<file path="config.mk">
export PLATFORM = sky130hd
export DESIGN_NAME = cc_cond_unit
export DESIGN_NICKNAME = d
export VERILOG_FILES = /design/src/rtl/cc_pkg.sv /design/src/rtl/cond_eval.sv /design/src/rtl/cc_cond_unit.sv
export SDC_FILE = /design/constraint.sdc
export NUM_CORES = 1
export LEC_CHECK = 0
export ABC_AREA = 1
export BUFFER_PORTS_ARGS = -buffer_cell sky130_fd_sc_hd__buf_4
export CAP_MARGIN = 25
export CORE_MARGIN = 1.5
export CORE_UTILIZATION = 28
export DETAILED_ROUTE_END_ITERATION = 16
export PLACE_DENSITY = 0.85
export RECOVER_POWER = 50
export SLEW_MARGIN = 20
export SYNTH_ARGS = -nofsm -noshare
export SYNTH_HDL_FRONTEND = slang
export SYNTH_SLANG_ARGS = --single-unit
</file>
<file path="constraint.sdc">
create_clock -name clk -period 0.9 [get_ports clk]
set_input_delay 0.09 -clock clk [delete_from_list [all_inputs] [get_ports clk]]
set_output_delay 0.09 -clock clk [all_outputs]
set_load 0.1 [all_outputs]
</file>
<file path="src/rtl/cc_pkg.sv">
// Shared definitions for the execute-stage condition-code logic.
//   - DATA_W      : width of the ALU result feeding the CC register
//   - C_*         : ifun encodings of the jXX/cmovXX conditions
//   - CC_RST      : reset value of {zf, sf, of}
//   - cc_from_result : derives the next {zf, sf, of} from an ALU result
package cc_pkg;

  localparam int DATA_W = 64;

  localparam logic [3:0] C_ALWAYS = 4'd0;
  localparam logic [3:0] C_LE     = 4'd1;
  localparam logic [3:0] C_L      = 4'd2;
  localparam logic [3:0] C_E      = 4'd3;
  localparam logic [3:0] C_NE     = 4'd4;
  localparam logic [3:0] C_GE     = 4'd5;
  localparam logic [3:0] C_G      = 4'd6;

  // {zf, sf, of}
  localparam logic [2:0] CC_RST = 3'b100;

  function automatic logic [2:0] cc_from_result(input logic signed [DATA_W-1:0] ans,
                                                input logic                     ovf);
    cc_from_result = {(ans == '0), ans[DATA_W-1], ovf};
  endfunction

endpackage

</file>
<file path="src/rtl/cond_eval.sv">
// Combinational condition evaluator for jXX/cmovXX.
//   ifun    in  4  condition encoding
//   zf/sf/of in 1  condition-code flags
//   cnd     out 1  condition outcome (0 for illegal ifun)
//   cnd_err out 1  ifun is not a legal condition
module cond_eval
  import cc_pkg::*;
(
  input  logic [3:0] ifun,
  input  logic       zf,
  input  logic       sf,
  input  logic       of,
  output logic       cnd,
  output logic       cnd_err
);

  logic lt;

  assign lt = sf ^ of;

  always_comb begin
    cnd     = 1'b0;
    cnd_err = 1'b0;
    case (ifun)
      C_ALWAYS: cnd = 1'b1;
      C_LE:     cnd = lt | zf;
      C_L:      cnd = lt;
      C_E:      cnd = zf;
      C_NE:     cnd = ~zf;
      C_GE:     cnd = ~lt;
      C_G:      cnd = ~lt & ~zf;
      default:  cnd_err = 1'b1;
    endcase
  end

endmodule

</file>
<file path="src/rtl/cc_cond_unit.sv">
// Condition-code register plus condition query unit for the execute stage.
// Latches ZF/SF/OF from OPq-class results and answers condition queries
// through a one-entry registered output buffer with valid/ready handshake.
//   clk, rst           clock, synchronous active-high reset
//   res_valid, set_cc  result strobe / update-CC qualifier
//   alu_ans, alu_of    64-bit signed ALU result and overflow flag
//   cond_req/cond_ready/ifun   query request side (accept = req & ready)
//   cnd_valid/cnd_ready/cnd/cnd_err  result side
//   zf, sf, of         current CC register contents
module cc_cond_unit
  import cc_pkg::*;
(
  input  logic                     clk,
  input  logic                     rst,
  input  logic                     res_valid,
  input  logic                     set_cc,
  input  logic signed [DATA_W-1:0] alu_ans,
  input  logic                     alu_of,
  input  logic                     cond_req,
  output logic                     cond_ready,
  input  logic [3:0]               ifun,
  output logic                     cnd_valid,
  input  logic                     cnd_ready,
  output logic                     cnd,
  output logic                     cnd_err,
  output logic                     zf,
  output logic                     sf,
  output logic                     of
);

  typedef enum logic {EMPTY = 1'b0, FULL = 1'b1} buf_state_e;

  buf_state_e state;
  logic       accept;
  logic       cnd_p0;
  logic       cnd_err_p0;

  // Evaluated on the registered CC, so a same-cycle update is not bypassed.
  cond_eval u_eval (
    .ifun    (ifun),
    .zf      (zf),
    .sf      (sf),
    .of      (of),
    .cnd     (cnd_p0),
    .cnd_err (cnd_err_p0)
  );

  assign cnd_valid  = (state == FULL);
  assign cond_ready = ~cnd_valid | cnd_ready;
  assign accept     = cond_req & cond_ready;

  // Stage p0 -> p1: CC register and result buffer
  always_ff @(posedge clk) begin
    if (rst) begin
      {zf, sf, of} <= CC_RST;
      state        <= EMPTY;
      cnd          <= 1'b0;
      cnd_err      <= 1'b0;
    end else begin
      if (res_valid && set_cc) begin
        {zf, sf, of} <= cc_from_result(alu_ans, alu_of);
      end
      case (state)
        EMPTY: begin
          if (accept) begin
            state   <= FULL;
            cnd     <= cnd_p0;
            cnd_err <= cnd_err_p0;
          end
        end
        FULL: begin
          // In FULL an accept implies cnd_ready: drain and reload together.
          if (accept) begin
            cnd     <= cnd_p0;
            cnd_err <= cnd_err_p0;
          end else if (cnd_ready) begin
            state <= EMPTY;
          end
        end
        default: state <= EMPTY;
      endcase
    end
  end

endmodule
</file>
-- After elaboration in Yosys (flattened, before gate mapping)
Index checks and enable logic that the tools add are counted.
Widths: inputs -> output; s select.
- bits in registers: 6
- input port bits: 75
- output and inout bits: 7
- word-level logic and storage cells: 32
- eq/ne operators: 6
- multiplexer cells: 8
- bitwise operators: 8
- reduce and logical (&&, ||, !) cells: 4
- operators by type and width (operator ; number):
    $logic_not 64->1 ; 1
    $eq 4x3->1 const B ; 3
    $eq 4x2->1 const B ; 2
    $pmux 1 s7 ; 1
    $reduce_or 7->1 ; 1
    $mux 1 ; 6
    $eq 4x1->1 const B ; 1
    $logic_not 4->1 ; 1
    $not 1->1 ; 3
    $and 1x1->1 ; 2
    $or 1x1->1 ; 2
    $pmux 1 s2 ; 1
    $logic_and 1x1->1 ; 1
    $xor 1x1->1 ; 1

-- Logic depth before layout (Yosys ltp)
- depth in word-level cells: 5
- gate-level depth with buffers: 8
- depth with buffers taken out: 8

-- Modules after synthesis
From an unflattened synthesis, not the netlist that was laid out.
- cell total of the unflattened synthesis: 108
- area total of the unflattened synthesis: 546.8 um^2
- by module, submodules not included (module ; instances ; cells an instance ; area an instance (um^2) ; seq. area each (um^2)):
    cc_cond_unit ; 1 ; 85 ; 451.7 ; 120.1
    cond_eval ; 1 ; 23 ; 95.1 ; 0.0

-- Worst setup path after synthesis
Ideal clock, no wire load.
- path kind: register to register
- start: register state (netlist: cnd_valid)
- end: register cnd
- setup time: 67 ps
- arrival: 2320 ps
- data required time: 833 ps
- slack: -1487 ps
- cell stages (with the launch flop): 5
- path buffers: 0
- clock period less this slack: 2387 ps
- cell sequence: dfxtp_1 > nand2_1 > nand2_1 > nand2_1 > a21oi_2
- cells in the longest elaborated chain, start to end: 3
- ends and longest elaborated chain (element ; line ; source):
    from (decl) ; cc_cond_unit.sv:33 ; buf_state_e state;
    from (signal assigned) ; cc_cond_unit.sv:56 ; state <= EMPTY;
    from (signal assigned) ; cc_cond_unit.sv:66 ; state <= FULL;
    from (signal assigned) ; cc_cond_unit.sv:77 ; state <= EMPTY;
    $not 1->1 ; n/a ;
    $or 1x1->1 ; cc_cond_unit.sv:49 ; assign cond_ready = ~cnd_valid | cnd_ready;
    net cond_ready ; cc_cond_unit.sv:20 ; output logic cond_ready,
    $and 1x1->1 ; cc_cond_unit.sv:50 ; assign accept = cond_req & cond_ready;
    to (signal assigned) ; cc_cond_unit.sv:67 ; cnd <= cnd_p0;
    to (signal assigned) ; cc_cond_unit.sv:74 ; cnd <= cnd_p0;
    to (decl) ; cc_cond_unit.sv:24 ; output logic cnd,
The timed path passes the listed nets, and every way through them passes these cells.
A chain may end at the register's enable or synchronous reset.

-- Worst setup path in the final report
- start: register zf
- end: register cnd
- cells in the longest elaborated chain, start to end: 4
- elaborated cells on any way between the ends: 5
- classes of those cells: 2 x mux; 3 x bitwise
- ends and longest elaborated chain (element ; line ; source):
    from (decl) ; cc_cond_unit.sv:26 ; output logic zf,
    from (signal assigned) ; cc_cond_unit.sv:61 ; {zf, sf, of} <= cc_from_result(alu_ans, alu_of);
    $not 1->1 ; cond_eval.sv:29, cond_eval.sv:31 ;
    $and 1x1->1 ; cond_eval.sv:31 ; C_G: cnd = ~lt & ~zf;
    $pmux 1 s7 * ; cond_eval.sv:24 ; case (ifun)
    $mux 1 * ; cc_cond_unit.sv:65, cc_cond_unit.sv:73 ;
Mark *: on every way between the ends. The rest lies on a longest branch, timed or not. The select of a mux whose other input is x is not followed.

==> results.md <==
- Outcome: finished, violations left
- Failing checks: setup timing
- Peak VDD IR: roughly 0.67 mV
- Num CTS Buffers: 3
- Crit end category: register
- CTS Buffer Depth: 2
- DRC: 0
- Initial Util: between 30% and 40%
- Clk_lat worst skew: 250 ps
- RSZ-0062 raised after global routing: yes
- Setup Viol. Count Final: 4
- NumNets Final: 270
- Vias: between 900 and 1000
- Die width: 46.6 µm
- WL/cell: 9.62 µm
- Num ports: approximately 80
- # port buffers: around 80
- Clock skew: around 10 ps
- Die area: ~2200 µm²
- Core Region: 1760 µm²
- Final hold violation count: 0
- #FFs+latches synth: 6
- Mapped cell area: 533 µm²
- DRT Pass-1 Iters: 4
- Yosys Warn Count: 0
- Vias in the first global route: around 900
- Initial antenna violation count: 0
- Peak Freq: approximately 1000 MHz
- Clk sink count: 6
- Clk Tree Root Cell: clkbuf_4
- Clk slew on worst S/H paths: 50 ps
- Total design power: 1160 µW
- Total Routed Length: between 2 and 2.5 mm
- Final Cycle Share: 107%
- H-tree depth: 1
- Largest net degree at the start of global routing: 7
- Max FO, Critical Path: 4
- Fraction of layout instances using a drive strength above 1: 52.6%
- Required time worst endpoint: 1030 ps
- Worst hold path class: input port to register
- GR Layer Usage met1: roughly 16%
- PnR worst setup slack: -60.5 ps
- Final Wtd Congestion: between 0.6 and 0.7
- Period minus WS final: about 960 ps
- Crit Path Class: register to register
- Max-cap violation count: 0
- All-Layer GR Usage: 21.0%
- CTS Hold Bufs: 0
- Post-synthesis sequential area ratio: 22.5%
- Post-placement cell area: between 1000 and 1500 µm²
- Met3 Resource Use GR: a little over 8%
- Ant. Diodes: 0
- Worst slew pin tran: between 200 and 250 ps
- HPWL Detailed: roughly 1.7 mm
- Fill count: around 150
- Final slew viol count: 0
- Grt met2 use: 43.6%
- Worst slew margin: 86.1%
- Fin area: ~1300 µm²
- Multi-input logic area: roughly 410 µm²
- ANT nets after route: 0
- Cells after Synth: 106
- Vias per cell: between 4 and 5
- Critical Path AT: approximately 1100 ps
- Storage element area: 138 µm²
- Yosys cell types: 11
- Leak pwr: 0.000680 µW
- First-pass GRT wire length: about 3.2 mm
- Syn_nets: 181
- PwrDens: 876 nW/µm²
- FP Rows: 15
- Die Ht: around 47 µm
- GRT busiest layer: met2
- Startpoint Class: register
- Initial drt markers: 13
- Mean Syn Cell Area: slightly above 5 µm²
- Area Overhead vs Synth: 149%
- TritonCTS clock tree: built
- Total grt overflow: 0
==> sequential cells by signal, indices dropped and copies added, names as in the netlist <==
signal     count
cnd            1
cnd_err        1
cnd_valid      1
of             1
sf             1
zf             1
==> cell families (layout without fill, tap and decap cells) <==
logic type | Yosys count | after routing | share of synthesized area [%]
compound gates | 7 | 7 | 8.92
buf+inv | 9 | 97 | 6.34
flops | 6 | 6 | 22.5
simple gates | 84 | 84 | 62.2
==> cells in the mapped netlist <==
| master | n | area, µm² |
|---|---|---|
| a21oi_1 | 3 | 15.0 |
| nand3_1 | 5 | 25.0 |
| dfxtp_1 | 6 | 120 |
| inv_1 | 9 | 33.8 |
| a21oi_2 | 2 | 17.5 |
| or2_1 | 2 | 12.5 |
| nand2_1 | 29 | 109 |
| nor2_1 | 45 | 169 |
| a211oi_1 | 2 | 15.0 |
| nand4_1 | 1 | 6.26 |
| nor3_1 | 2 | 10.0 |
==> worst paths after layout <==
| check | start | endpoint | slack, ps | depth (start not counted) |
|---|---|---|---|---|
| max | zf | cnd | -60 | 8 |
| min | rst | sf | 50 | 2 |
| min reg2reg | cnd | cnd | 500 | 2 |
| max reg2reg | zf | cnd | -60 | 8 |
==> stage by stage <==
step | cells | utilization, % | TNS, ps | hold slack, ps | worst slack [ps]
6_report | 219 | 75.3 | -155 | 54.4 | -60.5
5_1_grt | 219 | 75.3 | -289 | 48.4 | -105
4_1_cts | 218 | 74.5 | -172 | 47.3 | -71.2
3_5_place_dp | 213 | 69.2 | -10.7 | 296 | -10.7
3_3_place_gp | 213 | 69.2 | 0 | 291 | 33.4
2_1_floorplan | 106 | - | -519 | 145 | -229
==> power by group <==
| part | internal, µW | switching (µW) |
|---|---|---|
| sequential | 282 | 21.9 |
| combinational | 316 | 274 |
| clock | 168 | 101 |
==> cell type report <==
cell class                      count  share of cell area (%)
Tap cell                           25                    2.35
Sequential cell                     6                    10.4
Inverter                            9                    2.54
Clock buffer                        4                    1.98
Multi-Input combinational cell     91                    31.1
Timing Repair Buffer               84                    51.7
==> what timing repair did <==
item,CTS,global route
endpoints found under the setup margin,8,7
resized for setup,15,2
pin swaps,3,3
setup buffers,1,1
==> critical path: stages, from the launching register on <==
cell	delay, ps
dfxtp_4	360
nand2_1	60
inv_1	50
nor2_1	90
nand2_1	60
nand2_1	50
nand2_1	50
nand2_1	70
a21oi_2	60
==> metal layers <==
| layer | share of wire, % | up-vias |
|---|---|---|
| met1 | 29 | 393 |
| li1 | - | 504 |
| met4 | 2.8 | 0 |
| met5 | 0 | - |
| met2 | 55 | 64 |
| met3 | 13 | 8 |
==> cells in the final DEF (no fill, tap or decap) <==
cell / count
buf_4: 76
nor2_1: 45
nand2_1: 25
inv_1: 7
nand3_1: 4
clkbuf_4: 4
dfxtp_4: 4
a21oi_1: 3
buf_6: 3
buf_12: 3
or2_1: 2
nor3_1: 2
inv_2: 2
a211oi_1: 2
nand2_2: 2
a21oi_2: 2
dfxtp_2: 2
nand2_8: 1
nand4_1: 1
nand3_2: 1
nand2_4: 1
clkbuf_1: 1
buf_8: 1
No activity file was read; power rests on OpenSTA's default activity.
